===== config.mk =====
export PLATFORM = sky130hd
export DESIGN_NAME = bcd_stopwatch_scan
export DESIGN_NICKNAME = d
export VERILOG_FILES = /design/src/rtl/bcd_stopwatch_scan.sv
export SDC_FILE = /design/constraint.sdc
export NUM_CORES = 1
export LEC_CHECK = 0
export CORE_MARGIN = 2
export CORE_UTILIZATION = 58
export CTS_CLUSTER_SIZE = 14
export DETAILED_ROUTE_END_ITERATION = 7
export GPL_TIMING_DRIVEN = 0
export PLACE_DENSITY = 0.92
export SLEW_MARGIN = 10
export SYNTH_ARGS = -nofsm -noshare
export SYNTH_HDL_FRONTEND = slang
export SYNTH_SLANG_ARGS = --single-unit

===== constraint.sdc =====
create_clock -name CLK -period 3.1 [get_ports CLK]
set_input_delay 0.62 -clock CLK [delete_from_list [all_inputs] [get_ports CLK]]
set_output_delay 0.62 -clock CLK [all_outputs]
set_load 0.02 [all_outputs]

===== src/rtl/bcd_stopwatch_scan.sv =====
// -----------------------------------------------------------------------------
// bcd_stopwatch_scan
//
// Stopwatch core: an N-digit BCD (or binary) time counter controlled by
// start/stop/lap/clear command pulses. It has a timed lap-hold display and an
// N-digit multiplexed 7-segment scan driver. It sits between the debounced
// button pulses and the segment/digit pins at board top level.
//
// Parameters
//   DIGITS    number of 4-bit digits counted and scanned (1..8)
//   TICK_DIV  CLK cycles per count increment (>=2)
//   SCAN_DIV  CLK cycles each digit is driven (>=2)
//   LAP_HOLD  ticks the lap value stays on display after a lap command (1..255)
//   BCD       1: decimal digits 0-9, 0: plain binary (hex digits)
//
// Ports
//   CLK        in   system clock, all logic on the rising edge
//   RST_N      in   asynchronous active-low reset
//   start      in   1-cycle pulse: begin/resume counting
//   stop       in   1-cycle pulse: halt counting
//   lap        in   1-cycle pulse: capture count, show it for LAP_HOLD ticks
//   clear      in   1-cycle pulse: zero count, stop, cancel lap hold
//   seg        out  segments {g,f,e,d,c,b,a}, active-low
//   dp         out  decimal point, active-low, lit on digit index 2 only
//   dig_sel    out  digit enables, one-hot active-low, bit 0 = least significant
//   count      out  live counter value (not the displayed value)
//   running    out  counting enabled
//   lap_active out  lap value currently displayed
//   overflow   out  sticky: counter wrapped from maximum to zero
// -----------------------------------------------------------------------------
module bcd_stopwatch_scan #(
   parameter int DIGITS   = 4,
   parameter int TICK_DIV = 12000,
   parameter int SCAN_DIV = 1024,
   parameter int LAP_HOLD = 200,
   parameter int BCD      = 1
) (
   input  logic                  CLK,
   input  logic                  RST_N,
   input  logic                  start,
   input  logic                  stop,
   input  logic                  lap,
   input  logic                  clear,
   output logic [6:0]            seg,
   output logic                  dp,
   output logic [DIGITS-1:0]     dig_sel,
   output logic [4*DIGITS-1:0]   count,
   output logic                  running,
   output logic                  lap_active,
   output logic                  overflow
);

   localparam int CW  = 4 * DIGITS;
   localparam int TDW = $clog2(TICK_DIV);
   localparam int SDW = $clog2(SCAN_DIV);
   localparam int IW  = (DIGITS > 1) ? $clog2(DIGITS) : 1;

   localparam logic [TDW-1:0]    TICK_LAST = TDW'(TICK_DIV - 1);
   localparam logic [SDW-1:0]    SCAN_LAST = SDW'(SCAN_DIV - 1);
   localparam logic [IW-1:0]     IDX_LAST  = IW'(DIGITS - 1);
   localparam logic [7:0]        HOLD_LOAD = 8'(LAP_HOLD);
   localparam logic [DIGITS-1:0] SEL_LSB   = DIGITS'(1);

   // Counter increment: per-digit decimal carry, or plain binary +1.
   // Any digit >= 9 rolls to zero so an out-of-range code cannot stick.
   function automatic logic [CW-1:0] cnt_inc(input logic [CW-1:0] v);
      logic [CW-1:0] r;
      logic          carry;
      r     = v;
      carry = 1'b1;
      if (BCD != 0) begin
         for (int i = 0; i < DIGITS; i++) begin
            if (carry) begin
               if (v[4*i +: 4] >= 4'd9) begin
                  r[4*i +: 4] = 4'd0;
               end else begin
                  r[4*i +: 4] = v[4*i +: 4] + 4'd1;
                  carry       = 1'b0;
               end
            end
         end
      end else begin
         r = v + CW'(1);
      end
      return r;
   endfunction

   // Hex digit to active-low {g,f,e,d,c,b,a}. In decimal mode A-F blank.
   function automatic logic [6:0] seg_decode(input logic [3:0] d);
      logic [6:0] on;
      case (d)
         4'h0: on = 7'h3F;
         4'h1: on = 7'h06;
         4'h2: on = 7'h5B;
         4'h3: on = 7'h4F;
         4'h4: on = 7'h66;
         4'h5: on = 7'h6D;
         4'h6: on = 7'h7D;
         4'h7: on = 7'h07;
         4'h8: on = 7'h7F;
         4'h9: on = 7'h6F;
         4'hA: on = 7'h77;
         4'hB: on = 7'h7C;
         4'hC: on = 7'h39;
         4'hD: on = 7'h5E;
         4'hE: on = 7'h79;
         default: on = 7'h71;
      endcase
      if ((BCD != 0) && (d > 4'd9)) begin
         on = 7'h00;
      end
      return ~on;
   endfunction

   logic [TDW-1:0] tick_div;
   logic           tick;
   logic [CW-1:0]  count_q;
   logic [CW-1:0]  count_nxt;
   logic           running_q;
   logic           overflow_q;
   logic [CW-1:0]  lap_reg;
   logic [7:0]     lap_timer;
   logic [SDW-1:0] scan_div;
   logic [IW-1:0]  dig_idx;
   logic [CW-1:0]  disp;
   logic [CW-1:0]  disp_sh;
   logic [6:0]     seg_p1;
   logic           dp_p1;
   logic [DIGITS-1:0] dig_sel_p1;

   assign tick      = (tick_div == TICK_LAST);
   assign count_nxt = cnt_inc(count_q);

   // Tick divider; clear restarts the count interval, start does not.
   always_ff @(posedge CLK or negedge RST_N) begin
      if (!RST_N) begin
         tick_div <= '0;
      end else if (clear || tick) begin
         tick_div <= '0;
      end else begin
         tick_div <= tick_div + TDW'(1);
      end
   end

   // Run control: clear > stop > start.
   always_ff @(posedge CLK or negedge RST_N) begin
      if (!RST_N) begin
         running_q <= 1'b0;
      end else if (clear || stop) begin
         running_q <= 1'b0;
      end else if (start) begin
         running_q <= 1'b1;
      end
   end

   // Time counter and sticky wrap flag; a tick coinciding with clear is lost.
   always_ff @(posedge CLK or negedge RST_N) begin
      if (!RST_N) begin
         count_q    <= '0;
         overflow_q <= 1'b0;
      end else if (clear) begin
         count_q    <= '0;
         overflow_q <= 1'b0;
      end else if (tick && running_q) begin
         count_q <= count_nxt;
         if (count_nxt == '0) begin
            overflow_q <= 1'b1;
         end
      end
   end

   // Lap capture and hold timer. The register survives clear, only the hold
   // is cancelled. The timer runs on ticks whether or not counting is enabled.
   always_ff @(posedge CLK or negedge RST_N) begin
      if (!RST_N) begin
         lap_reg   <= '0;
         lap_timer <= '0;
      end else if (clear) begin
         lap_timer <= '0;
      end else if (lap) begin
         lap_reg   <= count_q;
         lap_timer <= HOLD_LOAD;
      end else if (tick && (lap_timer != 8'd0)) begin
         lap_timer <= lap_timer - 8'd1;
      end
   end

   // Scan divider and digit index.
   always_ff @(posedge CLK or negedge RST_N) begin
      if (!RST_N) begin
         scan_div <= '0;
         dig_idx  <= '0;
      end else if (scan_div == SCAN_LAST) begin
         scan_div <= '0;
         dig_idx  <= (dig_idx == IDX_LAST) ? '0 : dig_idx + IW'(1);
      end else begin
         scan_div <= scan_div + SDW'(1);
      end
   end

   assign disp    = (lap_timer != 8'd0) ? lap_reg : count_q;
   assign disp_sh = disp >> {dig_idx, 2'b00};

   // ---- display output register stage (p1) ----
   // seg, dp and dig_sel all come from the same index value so they switch
   // on the same edge and no neighbouring digit ghosts.
   always_ff @(posedge CLK or negedge RST_N) begin
      if (!RST_N) begin
         seg_p1     <= 7'h7F;
         dp_p1      <= 1'b1;
         dig_sel_p1 <= '1;
      end else begin
         seg_p1     <= seg_decode(disp_sh[3:0]);
         dp_p1      <= (32'(dig_idx) != 32'd2);
         dig_sel_p1 <= ~(SEL_LSB << dig_idx);
      end
   end

   assign seg        = seg_p1;
   assign dp         = dp_p1;
   assign dig_sel    = dig_sel_p1;
   assign count      = count_q;
   assign running    = running_q;
   assign lap_active = (lap_timer != 8'd0);
   assign overflow   = overflow_q;

endmodule


==> results.md, run 1 <==
* Fin worst setup slack at 258 ps
* Height of the die at 89.6 um
* Register bit total from synthesis at 79
* Root Buffer: clkbuf_8
* Final hold viol count at 0
* # fillers at 497
* Peak VDD IR at 0.000244 V
* Mapped Cells at 421
* Post-Route WL at 9120 um
* Outcome: finished with violations
* Top-level I/O count at 37
* Crit path max fanout at 6
* Violations in the final reports: DRC
* Critical path startpoint category: flip-flop
* Vias in the first global route at 3,296
* Final setup viols at 0
* Crit-path cells: nor4_1 > nand3_1 > clkdlybuf4s50_1
* Layout Cells excl Fill at 573
* NetSw at 453 uW
* Synth-to-Final Area Change at 18.9%
* TritonCTS Sinks at 79
* Slew Limit Fails at 0
* Cells resized by post-CTS repair at 0
* Power Dens Cells at 439 nW/um2
* Largest family of logic cells by synthesized area: simple AND/OR/NAND/NOR gates
* Compound-Gate Fraction of Synth Area at 0.0901
* P_leak at 2.19 nW
* Ranking of synthesized cells by area: dfrtp_1, ha_1, dfstp_2
* Distinct cells, synth at 52
* Number of antenna violations at the first check in global routing at 0
* Final GP Congestion at 0.886
* Top-area cell type share of the netlist area at 0.401
* FF-to-FF Start: lap_timer[4]
* Fin crit share at 0.917
* DIE AREA at 8020 um2
* Placement row count at 31
* Synth top cells by count: dfrtp_1, nor2_1, nand2_1
* RSZ-0062 raised after global routing: no
* Count leader, synth: dfrtp_1
* Max_cap viols at 0
* Critical path class: flip-flop to output port
* Slew margin rel. at 0.651
* Dpl hpwl at 6380 um
* Initial Util at 0.592
* Clk Latency, worst-skew pair at 370 ps
* Crit. End Element: output port
* Post-synthesis xor/xnor area fraction at 0.0557
* Worst stage delay on the critical path at 660 ps
* Final instance area at 5050 um2
* Placed inst area at 4760 um2
* Max frequency at 0.352 GHz
* Avg Cell Area, Syn at 10.1 um2
* Worst Path Required at 2480 ps
* Iter 0 DRT Violations at 228
* Clock buffer depth at 2
* # H-tree levels at 3
* Pre-CTS setup slack at 528 ps
* Vias per cell at 5.84
* Switching Fraction at 0.205
* Syn Nets at 453
* Pre-Repair DR Iteration Count at 6
* Register-to-register setup slack at 470 ps
* Least-Margin Pin Slew at 523 ps
* IO Port Bufs at 36
* Largest net degree at the start of global routing at 50
* Hold crit path type: input pin to asynchronous set/reset pin
* CP max stage cell: clkdlybuf4s50_1
* Wirelength per Cell at 15.9 um
* Mux contribution to synthesized area at 0.0772
* Synth Area in Simple Gates at 0.192
* Diode count at 0
* Clock network power share at 0.496
* Ys async rst share at 1.00
* Post-CTS setup buffer count at 0
* Cells after DPL at 557
* Cell depth of the worst flop-to-flop path at 9
* Total GRT Usage at 0.256
* Post-route ant nets at 0
* Synth Area in Adders at 0.0766
* Die width at 89.6 um
* CTS buffer count at 9
* Worst-path clk slew at 80 ps
* Worst r2r dst: seg[1]
* Combinational Power Share at 0.034
* Minimum clock period at 2840 ps
* CTS Hold Bufs at 0
* Post-Syn Area at 4250 um2
* Most common flop cell mapped by yosys: dfrtp_1
* Core area at 7180 um2
* Nets at 501
* Post-synthesis sequential area ratio at 0.469
* First-pass GRT wire length at 15,700 um
* Cell taking the most area after synthesis: dfrtp_1
* Ys Warns at 0
* Internal Power at 1.76 mW
* CTS tree: yes
* DRC at 1
* Arrival time at the worst endpoint at 2220 ps
* DR vias at 3,347
* Grt ovf at 0
* EDFF count, synth at 0
* Reg power frac at 0.471
* Fraction of final layout cells sized beyond drive strength 1 at 0.129
* Clk_skew at 13.9 ps
layer usage:
| metal | share of wire | vias up | global-route usage |
|---|---|---|---|
| li1 | - | 1556 | - |
| met1 | 0.41 | 1667 | 0.321 |
| met2 | 0.52 | 104 | 0.437 |
| met3 | 0.047 | 20 | 0.0366 |
| met4 | 0.024 | 0 | 0.123 |
| met5 | 0 | - | 0 |
critical path: cells and delay by family, from the launching register on:
family,cells,cell delay [ps]
buf+inv,1,660
flops,1,430
simple gates,2,760
power by group through the flow:
stage | logic (mW) | clock network, mW | registers [mW]
final | 0.0744 | 1.10 | 1.04
after global routing | 0.0848 | 1.14 | 1.04
after detailed placement | 0.0758 | 0 | 1.06
after global placement | 0.0695 | 0 | 1.06
after floorplan | 0.0308 | 0 | 1.06
after CTS | 0.0760 | 1.11 | 1.04
cell families after synthesis:
group                      after synthesis
and+or+nand+nor                        161
DFF                                     79
AOI/OAI and AO/OA                       66
buffers and inverters                   41
xor gates and xnor gates                27
adders and majority gates               26
muxes                                   21
how the worst max path moves through the flow:
stage                        end  depth (start not counted)  slack [ps]          from
floorplan                 seg[1]                          9         770  lap_timer[5]
global placement    tick_div[13]                          1       -1160         RST_N
detailed placement        seg[1]                          9         530  lap_timer[4]
CTS                   lap_active                          3         250  lap_timer[4]
global route          lap_active                          3         130  lap_timer[4]
finish                lap_active                          3         260  lap_timer[4]
layout by cell type (no fill, tap or decap), types with 4 or more instances in the layout:
cell	n
dfrtp_1	68
o21ai_0	26
clkdlybuf4s50_1	35
clkbuf_1	11
nand3_1	22
a21oi_1	22
a31oi_1	4
and3_1	8
nand2b_1	4
inv_1	26
mux2_2	11
dfstp_2	11
nor3_1	13
ha_1	26
clkbuf_8	9
nand2_1	37
nor2_1	44
xnor2_1	9
mux4_2	8
nor2b_1	5
bufinv_16	5
xor2_1	18
cell type report:
class                           count  area (um2)  share of cell area
Buffer                             15        72.6              0.0144
Sequential cell                    79        1990               0.394
Multi-Input combinational cell    301        2090               0.413
Inverter                           26        97.6              0.0193
Clock buffer                        9         124              0.0245
Clock inverter                      7         168              0.0332
Timing Repair Buffer               37         385              0.0763
Tap cell                           99         124              0.0245
through the flow:
step	TNS [ps]	power [mW]	utilization	hold slack [ps]
final	0	2.22	0.704	179
after global placement	-82050	1.13	0.659	453
after global routing	0	2.27	0.704	223
after CTS	0	2.23	0.704	189
after detailed placement	0	1.14	0.663	465
after floorplan	0	1.09	-	324
Note: power is estimated with default switching activity, not from simulation.
==> run 2, diff against run 1 <==
--- a/config.mk
+++ b/config.mk
@@ -10,7 +10,7 @@
 export CTS_CLUSTER_SIZE = 14
 export DETAILED_ROUTE_END_ITERATION = 7
 export GPL_TIMING_DRIVEN = 0
-export PLACE_DENSITY = 0.92
+export PLACE_DENSITY = 0.8
 export SLEW_MARGIN = 10
 export SYNTH_ARGS = -nofsm -noshare
 export SYNTH_HDL_FRONTEND = slang
==> run 2 against run 1 <==
Compared with the run above:
- the run now ends clean
- clock-buffer cell count unchanged
- setup slack lost 85 ps
- die area unchanged
- sequential share of layout area up 0.19 points
- combinational power is 0.8% higher
- largest cell class unchanged
==> results.md, run 2 (synthesis results as in run 1) <==
* Post-route ant nets at 0
* Worst-path clk slew at 90 ps
* Synth-to-Final Area Change at 18.3%
* Least-Margin Pin Slew at 498 ps
* Clk Latency, worst-skew pair at 350 ps
* DIE AREA at 8020 um2
* Worst Path Required at 2480 ps
* Top-level I/O count at 37
* Cells resized by post-CTS repair at 0
* Final hold viol count at 0
* Iter 0 DRT Violations at 205
* CTS buffer count at 9
* P_leak at 2.17 nW
* Outcome: complete, no violations
* Max frequency at 0.342 GHz
* Most common cell after layout, fill and taps aside: dfrtp_1
* Crit. End Element: output port
* Critical path class: flip-flop to output port
* DRC at 0
* IO Port Bufs at 36
* Cells after DPL at 557
* Most frequent cells in the layout: dfrtp_1, nor2_1, nand2_1, clkdlybuf4s50_1
* Final setup viols at 0
* TritonCTS Sinks at 79
* Pre-Repair DR Iteration Count at 5
* Die width at 89.6 um
* Core area at 7180 um2
* Arrival time at the worst endpoint at 2310 ps
* Placement row count at 31
* Initial Util at 0.592
* RSZ-0062 raised after global routing: no
* # H-tree levels at 3
* Minimum clock period at 2930 ps
* Power Dens Cells at 423 nW/um2
* Number of antenna violations at the first check in global routing at 0
* CTS Hold Bufs at 0
* Wirelength per Cell at 14.7 um
* First-pass GRT wire length at 14,000 um
* Slew margin rel. at 0.668
* Vias per cell at 5.65
* Vias in the first global route at 3,049
* Clk_skew at 7.34 ps
* Clock buffer depth at 2
* Root Buffer: clkbuf_8
* Dpl hpwl at 6040 um
* CTS tree: yes
* Peak VDD IR at 0.000230 V
* Total GRT Usage at 0.226
* Max_cap viols at 0
* Layout Cells excl Fill at 573
* Slew Limit Fails at 0
* Largest net degree at the start of global routing at 49
* Critical path startpoint category: flip-flop
* Diode count at 0
* Height of the die at 89.6 um
* Fin crit share at 0.944
* DR vias at 3,235
* Fraction of final layout cells sized beyond drive strength 1 at 0.129
* Nets at 501
* Post-CTS setup buffer count at 0
* Crit path max fanout at 6
* Hold crit path type: input pin to asynchronous set/reset pin
* Post-Route WL at 8400 um
* Fin util at 0.700
* Grt ovf at 0
* Hold slack at 196 ps
* Final GP Congestion at 0.890
-- run 2: final timing paths --
| kind | startpoint | to | slack (ps) | cells past startpoint |
|---|---|---|---|---|
| setup reg to reg | lap_timer[3] | seg[1] | 380 | 9 |
| min in group CLK | scan_div[8] | scan_div[8] | 470 | 1 |
| max in group asynchronous | RST_N | dig_sel[0] | 2270 | 2 |
| hold / removal | RST_N | count[5] | 200 | 1 |
| setup / recovery | lap_timer[3] | lap_active | 170 | 3 |
| hold reg to reg | scan_div[8] | scan_div[8] | 470 | 1 |
-- run 2: per-layer routing --
layer	part of all wire	GRT usage	routed length, um
met3	0.047	0.0356	393
met2	0.48	0.358	4030
met4	0.021	0.0963	174
met5	0	0	0
met1	0.45	0.312	3800
-- run 2: per-stage QoR --
step	TNS, ps	power (mW)	instance area (um2)	setup slack, ps
global placement	-90480	1.13	4730	-1270
global route	0	2.19	5020	6.62
detailed placement	0	1.14	4760	443
floorplan	0	1.09	4250	767
CTS	0	2.14	5020	212
finish	0	2.13	5020	172
-- run 2: area by class of cell --
class | instances | area [um2]
Clock inverter | 7 | 144
Clock buffer | 9 | 124
Timing Repair Buffer | 37 | 385
Tap cell | 99 | 124
Fill cell | 518 | 2150
Sequential cell | 79 | 1990
Multi-Input combinational cell | 301 | 2090
Buffer | 15 | 72.6
Inverter | 26 | 97.6
-- run 2: critical path, stage by stage (launching register included) --
cell	delay, ps
dfrtp_1	450
nor4_1	400
nand3_1	440
clkdlybuf4s50_1	670
-- run 2: power breakdown --
group	internal, mW	switching [mW]	leakage (nW)
clock	0.619	0.389	0.126
sequential	1.04	0.00687	1.04
combinational	0.0247	0.0504	0.998
